==> config.mk <==
export PLATFORM = sky130hd
export DESIGN_NAME = mul_add_seq
export DESIGN_NICKNAME = d
export VERILOG_FILES = /design/src/rtl/mul_add_seq.sv
export SDC_FILE = /design/constraint.sdc
export NUM_CORES = 1
export LEC_CHECK = 0
export ABC_AREA = 1
export CAP_MARGIN = 10
export CORE_ASPECT_RATIO = 0.6
export CORE_UTILIZATION = 30
export CTS_CLUSTER_SIZE = 10
export DETAILED_ROUTE_END_ITERATION = 12
export GPL_TIMING_DRIVEN = 0
export HOLD_SLACK_MARGIN = 0.12
export MAX_ROUTING_LAYER = met4
export PLACE_DENSITY_LB_ADDON = 0.08
export SLEW_MARGIN = 20
export SYNTH_ARGS = -nofsm -noshare
export SYNTH_HDL_FRONTEND = slang
export SYNTH_SLANG_ARGS = --single-unit
==> constraint.sdc <==
create_clock -name clk -period 3.31 [get_ports clk]
set_input_delay 0.662 -clock clk [delete_from_list [all_inputs] [get_ports clk]]
set_output_delay 0.662 -clock clk [all_outputs]
set_load 0.005 [all_outputs]
==> src/rtl/mul_add_seq.sv <==
// mul_add_seq: multi-cycle shift-add multiply-accumulate, p = q*b + r, valid/ready on both sides.
// Define MUL_ADD_RADIX4_EN to retire two bits of q per clock (latency ceil(MUL_W/2) instead of MUL_W).
module mul_add_seq #(
    parameter int MUL_W = 30
) (
    input  logic               clk,
    input  logic               rst_n,
    input  logic               in_valid,
    output logic               in_ready,
    input  logic [MUL_W-1:0]   q,
    input  logic [MUL_W-1:0]   b,
    input  logic [MUL_W-1:0]   r,
    output logic               out_valid,
    input  logic               out_ready,
    output logic [2*MUL_W-1:0] p
);
`ifdef MUL_ADD_RADIX4_EN
    localparam int STEP = 2;
`else
    localparam int STEP = 1;
`endif
    localparam int ITER = (MUL_W + STEP - 1) / STEP;
    localparam int CW   = $clog2(ITER + 1);
    typedef enum logic [1:0] {IDLE, BUSY, DONE} state_t;
    state_t             state, state_n;
    logic [MUL_W-1:0]   qs;
    logic [2*MUL_W-1:0] bs, acc, addend, sum;
    logic [CW-1:0]      cnt;
    logic               last;
    // q shifts right and b shifts left each step, so no barrel shifter is needed
`ifdef MUL_ADD_RADIX4_EN
    always_comb addend = (qs[0] ? bs : '0) + (qs[1] ? (bs << 1) : '0);
`else
    always_comb addend = qs[0] ? bs : '0;
`endif
    always_comb begin
        sum       = acc + addend;
        last      = cnt == CW'(ITER - 1);
        in_ready  = state == IDLE;
        out_valid = state == DONE;
        state_n   = state;
        if (state == IDLE && in_valid)
            state_n = BUSY;
        else if (state == BUSY && last)
            state_n = DONE;
        else if (state == DONE && out_ready)
            state_n = IDLE;
    end
    always_ff @(posedge clk or negedge rst_n) begin
        if (!rst_n) begin
            state <= IDLE;
            qs    <= '0;
            bs    <= '0;
            acc   <= '0;
            cnt   <= '0;
            p     <= '0;
        end else begin
            state <= state_n;
            if (state == IDLE && in_valid) begin
                qs  <= q;
                bs  <= {{MUL_W{1'b0}}, b};
                acc <= {{MUL_W{1'b0}}, r};
                cnt <= '0;
            end else if (state == BUSY) begin
                qs  <= qs >> STEP;
                bs  <= bs << STEP;
                acc <= sum;
                cnt <= cnt + 1'b1;
                if (last)
                    p <= sum;
            end
        end
    end
endmodule

==> reports/qor.yml, run 1 <==
sta:
  drv_slew: 0
  period_share: 0.961
  setup-violations-final: 0
  max_freq_ghz: 0.314
  clock_skew_ns: 0.0267
  holdWs_ns: 0.478
  max_slew_margin: 0.387
  tightest_slew_ns: 0.919
  hold_viol: 0
  fin_crit_ns: 3.18
global_route:
  grt_usage: 0.244
  grt_pass1_vias: 13500
  grt_pass1_wl_mm: 85.4
  grt-ovfl-total: 0
  antenna_found_initial: 0
  grt_max_degree: 86
routing:
  drc: 0
  final_antenna_net_count: 0
  drt_iter0_markers: 1182
  routed_wl_mm: 57.1
  via_per_inst: 4.72
  wl_per_cell_um: 19.2
  num_vias: 14100
  dr.pass1.iters: 5
clock_tree:
  cts_buffer_depth: 3
  clkSinkCount: 217
  cts_buffers: 26
  tritoncts: "built"
  clk_latency_ns: 0.58
  root_buffer: "clkbuf_16"
  clkTransAtPathRegs_ns: 0.06
  htreeDepth: 1
critical_path:
  ff2ff_setup_slack_ns: 0.13
  worstPathArrival_ns: 3.63
  crit-reg2reg-launch: "qs[0]$_DFFE_PN0P_"
  timing.rr.end: "p[57]$_DFFE_PN0P_"
  reg2regPathDepth: 15
  criticalPathCategory: "reg2reg"
  end_kind: "register"
  critPathLaunchType: "register"
  critPathRequiredTime_ns: 3.76
  cp_max_fo: 10
floorplanning:
  ios: 156
  die_y_um: 172
  core_um2: 46800
  start_util: 0.307
  dieArea_um2: 48800
  fp-row-count: 61
  fp.dieW_um: 285
hold_path:
  hold_depth: 2
  hp-class: "reg2reg"
  min_from: "qs[22]$_DFFE_PN0P_"
  worstHoldEndpoint: "qs[22]$_DFFE_PN0P_"
power:
  clockPowerShare: 0.474
  internal_power_mw: 4.16
  power_switching_mw: 1.23
  powerDensity_nw_per_um2: 306
  power_mw: 5.38
  combPwrFrac: 0.033
  power.leakage_nw: 9.04
  seqPwrFrac: 0.493
  p_sw_frac: 0.228
  irDropWorstVdd_v: 0.000352
layout:
  area_delta_synth_final_pct: 22.3
  nFillCells: 5107
  design_area_um2: 17600
  regArea_um2: 5430
  drive_above_1_share: 0.0596
  final_cells: 2979
  fin_nets: 2500
  multi_input_area_um2: 7260
synthesis:
  synth_seq_cells: 217
  netlist_area_um2: 14400
  synth_cell_types: 43
  syn-num-nets: 2313
  synth-seq-area-share: 0.378
  synth-edff-count: 0
  ys.warnings.count: 0
  ys.flop_type: "dfrtp_1"
  synthCells: 2157
  async_flop_share: 1.00
  syn_avg_cell_area_um2: 6.66
placement:
  gp_congestion: 0.966
  numPortBuffers: 155
  dp.final_hpwl_mm: 47.1
  dp_cells: 2944
  dpl_cell_area_um2: 16800
run:
  maxCapViolations: 0
run_status:
  outcome: "completed"
==> registers in the layout, summed over array words and instances (netlist names) <==
name	cells
acc	60
bs	60
p	60
qs	30
cnt	5
state	2
==> cell type report <==
class	count	share of cell area
tap	630	0.0449
sequential	217	0.309
timing repair buffer	160	0.0939
antenna	1	0.000142
buffer	59	0.0160
multi-input combinational	1490	0.413
clock inverter	3	0.00171
clock buffer	29	0.0377
inverter	390	0.0833
==> timing repair <==
action / 4_1_cts / 5_1_grt
gates cloned: 0 / 0
endpoints found under the setup margin: 90 / 33
endpoints found under the hold margin: 62 / 0
resized for setup: 7 / 17
pin swaps: 0 / 0
buffers inserted: 0 / 2
hold buffers: 1 / 0
==> cells by family after synthesis <==
| logic type | after synthesis | share of synthesized area |
|---|---|---|
| XOR/XNOR | 26 | 0.0158 |
| AND/OR/NAND/NOR | 1224 | 0.350 |
| AO/OA/AOI/OAI | 178 | 0.0805 |
| adder cells (fa/ha/maj) | 62 | 0.0545 |
| flip-flops | 217 | 0.378 |
| buffers and inverters | 450 | 0.121 |
==> layer usage <==
metal	wire, µm	global-route usage	up-vias
met5	0	-	-
met4	624	0.0292	0
met3	4620	0.0629	39
met2	20000	0.302	381
met1	31900	0.389	6615
li1	-	-	7033
==> placed cells by master, fill, tap and decap left out, types with 4 or more instances in the layout <==
master,instances
clkbuf_16,26
xnor2_1,16
nand3_2,6
clkbuf_1,27
nand2_1,904
clkdlybuf4s50_1,154
nand2_2,12
xor2_1,10
buf_2,26
nor2_2,21
o221ai_1,29
ha_1,61
o21ai_1,6
o21bai_1,11
o21ai_0,28
and2_1,4
a21oi_1,39
nor2_1,89
dfrtp_1,216
nor3_2,4
nand3_1,149
nor3_1,5
inv_1,376
o211ai_1,18
nand3b_1,8
clkbuf_2,4
a21oi_2,6
o22ai_1,31
inv_2,13
nand4_1,13
==> Yosys cell counts, types with 16 or more instances <==
library cell / n / share of area
a21oi_1: 44 / 0.015
buf_2: 25 / 0.0087
clkbuf_1: 30 / 0.0078
dfrtp_1: 217 / 0.38
ha_1: 61 / 0.053
inv_1: 376 / 0.098
nand2_1: 907 / 0.24
nand3_1: 152 / 0.053
nor2_1: 90 / 0.024
nor2_2: 20 / 0.0087
o211ai_1: 18 / 0.0094
o21ai_0: 28 / 0.0098
o221ai_1: 29 / 0.018
o22ai_1: 31 / 0.013
xnor2_1: 16 / 0.0098
==> power groups by stage <==
| stage | combinational (mW) | sequential (mW) | clock [mW] |
|---|---|---|---|
| global placement | 0.173 | 2.70 | 0 |
| floorplan | 0.000260 | 2.70 | 0 |
| CTS | 0.184 | 2.65 | 2.64 |
| detailed placement | 0.182 | 2.70 | 0 |
| global route | 0.196 | 2.65 | 2.73 |
| finish | 0.177 | 2.65 | 2.55 |
==> worst max-delay path, cell delays in order (launching register included) <==
cell      delay (ns)
dfrtp_2         0.47
clkbuf_2        0.24
nand2_1         0.11
inv_1           0.05
ha_1            0.40
nand2_1         0.13
nor2_1          0.29
inv_1           0.12
nor2_1          0.25
a21oi_1         0.11
nand2_1         0.31
nand2_1         0.22
nand2_1         0.12
nand2_1         0.07
nand3_1         0.13
nand2_1         0.07
==> through the flow <==
step | utilization | setup TNS, ns | setup slack [ns]
final | 0.376 | 0 | 0.129
after CTS | 0.374 | 0 | 0.0143
after global routing | 0.375 | -0.0146 | -0.00851
after global placement | 0.357 | -1821.72 | -8.34
after detailed placement | 0.358 | -22.37 | -0.592
after floorplan | - | 0 | 0.988
==> worst max path at each step <==
stage | startpoint | to | slack [ns] | cells past startpoint
2_1_floorplan | qs[0]$_DFFE_PN0P_ | p[56]$_DFFE_PN0P_ | 0.99 | 16
3_3_place_gp | rst_n | p[37]$_DFFE_PN0P_ | -8.34 | 1
3_5_place_dp | qs[0]$_DFFE_PN0P_ | p[32]$_DFFE_PN0P_ | -0.59 | 15
4_1_cts | qs[0]$_DFFE_PN0P_ | p[32]$_DFFE_PN0P_ | 0.01 | 14
5_1_grt | qs[0]$_DFFE_PN0P_ | p[47]$_DFFE_PN0P_ | -0.009 | 14
6_report | qs[0]$_DFFE_PN0P_ | p[57]$_DFFE_PN0P_ | 0.13 | 15
Note: power is estimated with default switching activity, not from simulation.
==> inputs of run 2 (changes only) <==
--- a/config.mk
+++ b/config.mk
@@ -15,7 +15,7 @@
 export HOLD_SLACK_MARGIN = 0.12
 export MAX_ROUTING_LAYER = met4
 export PLACE_DENSITY_LB_ADDON = 0.08
-export SLEW_MARGIN = 20
+export SLEW_MARGIN = 15
 export SYNTH_ARGS = -nofsm -noshare
 export SYNTH_HDL_FRONTEND = slang
 export SYNTH_SLANG_ARGS = --single-unit
==> results of run 2 <==
Final layout, timing and power as in run 1 (identical DEF).
